### src/rtl/button_conditioner.sv
// Multi-channel push-button conditioner: synchroniser, debouncer, press/release pulses,
// long-press detection and an auto-repeat pulse train per channel.
module button_conditioner #(
    parameter int CHANNELS        = 4,
    parameter int SYNC_STAGES     = 2,
    parameter int DEBOUNCE_CYCLES = 1000000,
    parameter int REPEAT_DELAY    = 50000000,
    parameter int REPEAT_PERIOD   = 10000000
) (
    input  logic                  i_clk,
    input  logic                  i_rst,
    input  logic [CHANNELS-1:0]   i_btn_in,
    input  logic [CHANNELS-1:0]   i_repeat_en,
    output logic [CHANNELS-1:0]   o_level,
    output logic [CHANNELS-1:0]   o_press,
    output logic [CHANNELS-1:0]   o_release,
    output logic [CHANNELS-1:0]   o_long_press,
    output logic [CHANNELS-1:0]   o_rpt,
    output logic                  o_any_press,
    output logic [2*CHANNELS-1:0] o_hold_state
);

    localparam int DW   = $clog2(DEBOUNCE_CYCLES) + 1;
    localparam int TMAX = (REPEAT_DELAY > REPEAT_PERIOD) ? REPEAT_DELAY : REPEAT_PERIOD;
    localparam int TW   = $clog2(TMAX) + 1;

    localparam logic [DW-1:0] DCNT_LAST   = DW'(DEBOUNCE_CYCLES - 1);
    localparam logic [TW-1:0] DELAY_LAST  = TW'(REPEAT_DELAY - 1);
    localparam logic [TW-1:0] PERIOD_LAST = TW'(REPEAT_PERIOD - 1);

    typedef enum logic [1:0] {
        S_IDLE = 2'd0,
        S_WAIT = 2'd1,
        S_RPT  = 2'd2
    } hold_state_t;

    logic [SYNC_STAGES-1:0] r_sync  [CHANNELS];
    logic [DW-1:0]          r_dcnt  [CHANNELS];
    logic [TW-1:0]          r_timer [CHANNELS];
    hold_state_t            r_state [CHANNELS];

    logic [CHANNELS-1:0] r_level;
    logic [CHANNELS-1:0] r_press;
    logic [CHANNELS-1:0] r_release;
    logic [CHANNELS-1:0] r_long_press;
    logic [CHANNELS-1:0] r_rpt;
    logic                r_any_press;

    logic [CHANNELS-1:0] w_sync_out;
    logic [CHANNELS-1:0] w_toggle;
    logic [CHANNELS-1:0] w_rise;
    logic [CHANNELS-1:0] w_fall;

    always_ff @(posedge i_clk or negedge i_rst) begin
        if (!i_rst) begin
            for (int c = 0; c < CHANNELS; c++) r_sync[c] <= '0;
        end else begin
            for (int c = 0; c < CHANNELS; c++)
                r_sync[c] <= {r_sync[c][SYNC_STAGES-2:0], i_btn_in[c]};
        end
    end

    // A toggle is the edge on which the debounced level flips; rise/fall split it by direction.
    always_comb begin
        w_sync_out = '0;
        w_toggle   = '0;
        for (int c = 0; c < CHANNELS; c++) begin
            w_sync_out[c] = r_sync[c][SYNC_STAGES-1];
            w_toggle[c]   = (w_sync_out[c] != r_level[c]) && (r_dcnt[c] == DCNT_LAST);
        end
        w_rise = w_toggle & ~r_level;
        w_fall = w_toggle & r_level;
    end

    always_ff @(posedge i_clk or negedge i_rst) begin
        if (!i_rst) begin
            r_level     <= '0;
            r_press     <= '0;
            r_release   <= '0;
            r_any_press <= 1'b0;
            for (int c = 0; c < CHANNELS; c++) r_dcnt[c] <= '0;
        end else begin
            r_press     <= w_rise;
            r_release   <= w_fall;
            r_any_press <= |w_rise;
            for (int c = 0; c < CHANNELS; c++) begin
                if (w_sync_out[c] == r_level[c]) begin
                    r_dcnt[c] <= '0;
                end else if (w_toggle[c]) begin
                    r_level[c] <= ~r_level[c];
                    r_dcnt[c]  <= '0;
                end else begin
                    r_dcnt[c] <= r_dcnt[c] + DW'(1);
                end
            end
        end
    end

    // Hold FSM: a release always wins, so no long_press/rpt escapes on the release edge.
    always_ff @(posedge i_clk or negedge i_rst) begin
        if (!i_rst) begin
            r_long_press <= '0;
            r_rpt        <= '0;
            for (int c = 0; c < CHANNELS; c++) begin
                r_state[c] <= S_IDLE;
                r_timer[c] <= '0;
            end
        end else begin
            r_long_press <= '0;
            r_rpt        <= '0;
            for (int c = 0; c < CHANNELS; c++) begin
                if (w_fall[c]) begin
                    r_state[c] <= S_IDLE;
                    r_timer[c] <= '0;
                end else begin
                    case (r_state[c])
                        S_IDLE: begin
                            if (w_rise[c]) begin
                                r_state[c] <= S_WAIT;
                                r_timer[c] <= '0;
                            end
                        end
                        S_WAIT: begin
                            if (r_timer[c] == DELAY_LAST) begin
                                r_long_press[c] <= 1'b1;
                                r_rpt[c]        <= i_repeat_en[c];
                                r_state[c]      <= S_RPT;
                                r_timer[c]      <= '0;
                            end else begin
                                r_timer[c] <= r_timer[c] + TW'(1);
                            end
                        end
                        S_RPT: begin
                            if (r_timer[c] == PERIOD_LAST) begin
                                r_rpt[c]   <= i_repeat_en[c];
                                r_timer[c] <= '0;
                            end else begin
                                r_timer[c] <= r_timer[c] + TW'(1);
                            end
                        end
                        default: begin
                            r_state[c] <= S_IDLE;
                            r_timer[c] <= '0;
                        end
                    endcase
                end
            end
        end
    end

    always_comb begin
        o_hold_state = '0;
        for (int c = 0; c < CHANNELS; c++) o_hold_state[2*c +: 2] = r_state[c];
    end

    assign o_level      = r_level;
    assign o_press      = r_press;
    assign o_release    = r_release;
    assign o_long_press = r_long_press;
    assign o_rpt        = r_rpt;
    assign o_any_press  = r_any_press;

endmodule

### config.mk
export PLATFORM = sky130hd
export DESIGN_NAME = button_conditioner
export DESIGN_NICKNAME = d
export VERILOG_FILES = /design/src/rtl/button_conditioner.sv
export SDC_FILE = /design/constraint.sdc
export NUM_CORES = 1
export LEC_CHECK = 0
export BUFFER_PORTS_ARGS = -buffer_cell sky130_fd_sc_hd__buf_2
export CAP_MARGIN = 40
export CORE_ASPECT_RATIO = 0.7
export CORE_MARGIN = 2
export CORE_UTILIZATION = 45
export DETAILED_ROUTE_END_ITERATION = 12
export PLACE_DENSITY_LB_ADDON = 0.12
export SLEW_MARGIN = 20
export SYNTH_ARGS = -nofsm -noshare
export SYNTH_HDL_FRONTEND = slang
export SYNTH_SLANG_ARGS = --single-unit
### constraint.sdc
create_clock -name i_clk -period 5 [get_ports i_clk]
set_input_delay 0.25 -clock i_clk [delete_from_list [all_inputs] [get_ports i_clk]]
set_output_delay 0.25 -clock i_clk [all_outputs]
set_load 0.02 [all_outputs]
==> run metrics <==
PostCTS Resize Cnt 0; Yosys Warn Count 0; Worst Setup EP r_timer[65]; CTS tree built; Die W 201 µm; cell area after layout 13600 µm²; CTS Root Cell clkbuf_16; largest net degree at the start of global routing 132; critical path required time 5460 ps; Slew @ Worst Pin 821 ps; Power Density 272 nW/µm²; commonest cells in the netlist 229 x dfrtp_1, 147 x nand2_1, 147 x nand3_1, 132 x nor2_1, 55 x xor2_1; vias in the first global route 9193; HPWL Detailed 18.1 mm; Crit Path Class register to register; PortBufs 38; Clock Tree Buf Depth 3; syn nets 1346; Peak VDD IR 0.228 mV; CTS Hold Buffers Added 9; Critical Path Start r_dcnt[52]; highest-delay cell along the critical path o41a_2; final hold vios 0; area grow syn2layout 11.5%; P_leak 5.64 nW; Iter 0 DRT Violations 683; number of cells on the critical path 6; Setup violations, final 0; fin cells 1718; Max FO, Critical Path 30; Peak Freq 0.328 GHz; Area contributors post-synth dfrtp_1 47%, nand3_1 6.0%, nand2_1 4.5%; drt pass-1 iters 5; H-tree Lvls 1; post-synth cell types 65; most common cell in the synthesized netlist dfrtp_1; worst path bufs/invs 0; Final GP Congestion 0.812; Worst Path Arrival 3510 ps; post-route DRC violation count 0; final setup skew 6.07 ps; post-placement cell area 12700 µm²; FF-to-FF setup slack 1950 ps; vias per cell 5.71; cell type with the largest total area after synthesis dfrtp_1; CP startpoint kind register; Final Cycle Share 61.0%; Hold Crit Class primary input to asynchronous set/reset pin; Pint 2.90 mW; Worst-path clk slew 60 ps; Final Slew Violations 0; fin util 51.0%; largest stage delay on the critical path 690 ps; Clk pwr share 47.2%; outcome finished, final reports clean; Worst path top cell family by delay compound AO/OA/AOI/OAI gates; ant diodes 0; synthesized cell area 12200 µm²; initial antenna violation count 0; routed via count 9810; GRT overflow 0; Num CTS Buffers 25; reg-to-reg critical path startpoint r_dcnt[52]; num ports 39; reg2reg path depth 6; Post-synth EDFFs 0; Syn Area/Cell 9.28 µm²; Gate Count Post-Synth 1312; Initial Util 45.7%; Core Rows 50; switching part of the total power 21.7%; final net count 1377; Max Cap Viol 0; placed insts 1670; r2r endpoint r_timer[65]; CP endpoint kind register; die area 28400 µm²; predominant post-synthesis flop cell dfrtp_1; max_slew headroom 44.8%; critical-path cell list nor4b_1 > nand2_1 > o41a_2 > a211o_1 > or4_1 > nand3_1; Yosys reg bits 229; final wirelength 27.5 mm; Total GRT Usage 19.8%; post-synthesis sequential area ratio 47.1%; ys async rst share 100%; Die H 142 µm; Routed Antenna Nets 0; Skew-Pair Late Insertion Delay 530 ps; Yosys top cell area share 47.1%; DR WL/cell 16.0 µm; setup bufs post-CTS 0; setup_tns 0 ps; layout cells sized above 1 7.98%; first-pass GRT wire length 47.2 mm; Switch Pwr 0.803 mW; Comb pwr share 2.1%; Final Critical Period 3050 ps; TritonCTS sink count 229; RSZ-0062 raised after global routing false; sequential share of power 50.7%; Core Area 26700 µm²
-- power groups by stage --
| stage | clock network, mW | registers (mW) | logic (mW) |
|---|---|---|---|
| global placement | 0 | 1.91 | 0.0745 |
| floorplan | 0 | 1.91 | 0.0241 |
| detailed placement | 0 | 1.91 | 0.0741 |
| CTS | 1.80 | 1.87 | 0.0798 |
| global route | 1.88 | 1.88 | 0.0920 |
| finish | 1.75 | 1.88 | 0.0784 |
-- flip-flops by register name, indices dropped and copies added (netlist names) --
| name | count |
|---|---|
| o_any_press | 1 |
| o_release | 4 |
| o_level | 4 |
| o_long_press | 4 |
| o_hold_state | 8 |
| r_sync | 8 |
| o_rpt | 4 |
| o_press | 4 |
| r_dcnt | 84 |
| r_timer | 108 |
-- worst min-delay path by stage --
stage | cells after the start | slack, ps | startpoint | end
after floorplan | 0 | -50 | i_rst | o_any_press
after global placement | 0 | 330 | r_sync[2] | r_sync[3]
after detailed placement | 0 | 340 | r_sync[6] | r_sync[7]
after CTS | 2 | 330 | i_btn_in[3] | r_sync[0]
after global routing | 2 | 280 | i_rst | o_release[2]
final | 2 | 240 | i_rst | o_release[2]
-- metal layers --
layer	up-vias	routed length (µm)	global-route usage, %
met2	190	11000	27.7
met3	31	1190	3.31
met4	0	440	3.98
li1	4856	-	-
met1	4733	14800	31.7
met5	-	0	0
-- per-stage QoR --
step | power (mW) | hold WS, ps | setup slack [ps]
after floorplan | 1.93 | -45.6 | 2820
after global placement | 1.98 | 332 | 1810
after detailed placement | 1.98 | 340 | 1970
after CTS | 3.75 | 328 | 1970
after global routing | 3.85 | 279 | 1720
final | 3.70 | 241 | 1950
-- cell families after synthesis --
group,count (synthesis),share of synthesized area (%)
compound gates,189,11.1
buf+inv,88,3.00
mux,8,0.699
flops,229,47.1
xor+xnor,87,6.26
simple gates,687,29.4
fa+ha+maj,24,2.47
-- cell type report --
class | count | area (µm²)
fillers | 2517 | 13100
clock inverters | 7 | 63.8
multi-input cells | 995 | 6110
inverters | 37 | 139
repair buffers | 55 | 393
flip-flops and latches | 229 | 5730
well taps | 364 | 455
clock buffers | 31 | 688
-- worst reg2reg max path: cells and delay by family (launching register included) --
kind	cells	cell delay [ps]
compound gates	2	1330
flops	1	420
simple gates	4	1240
-- cell usage in the layout (no fill, tap or decap), types with 8 or more instances in the layout --
cell	netlist	final
a21oi_1	22	21
a22oi_1	8	8
a31oi_1	14	13
and2_1	16	16
and3_1	40	40
and4_1	19	19
buf_2	16	37
clkbuf_16	0	25
dfrtp_1	229	229
dlygate4sd3_1	0	9
ha_1	24	24
inv_1	37	37
nand2_1	147	147
nand3_1	147	147
nand4_1	52	52
nor2_1	132	132
nor3_1	29	29
nor4_1	21	21
nor4b_1	11	11
o21ai_0	28	28
o21ai_1	8	8
o311ai_0	11	11
o311ai_1	26	26
o31ai_1	19	19
or3_1	19	19
or4_1	12	12
xnor2_1	32	32
xor2_1	55	55
No activity file was read; power rests on OpenSTA's default activity.
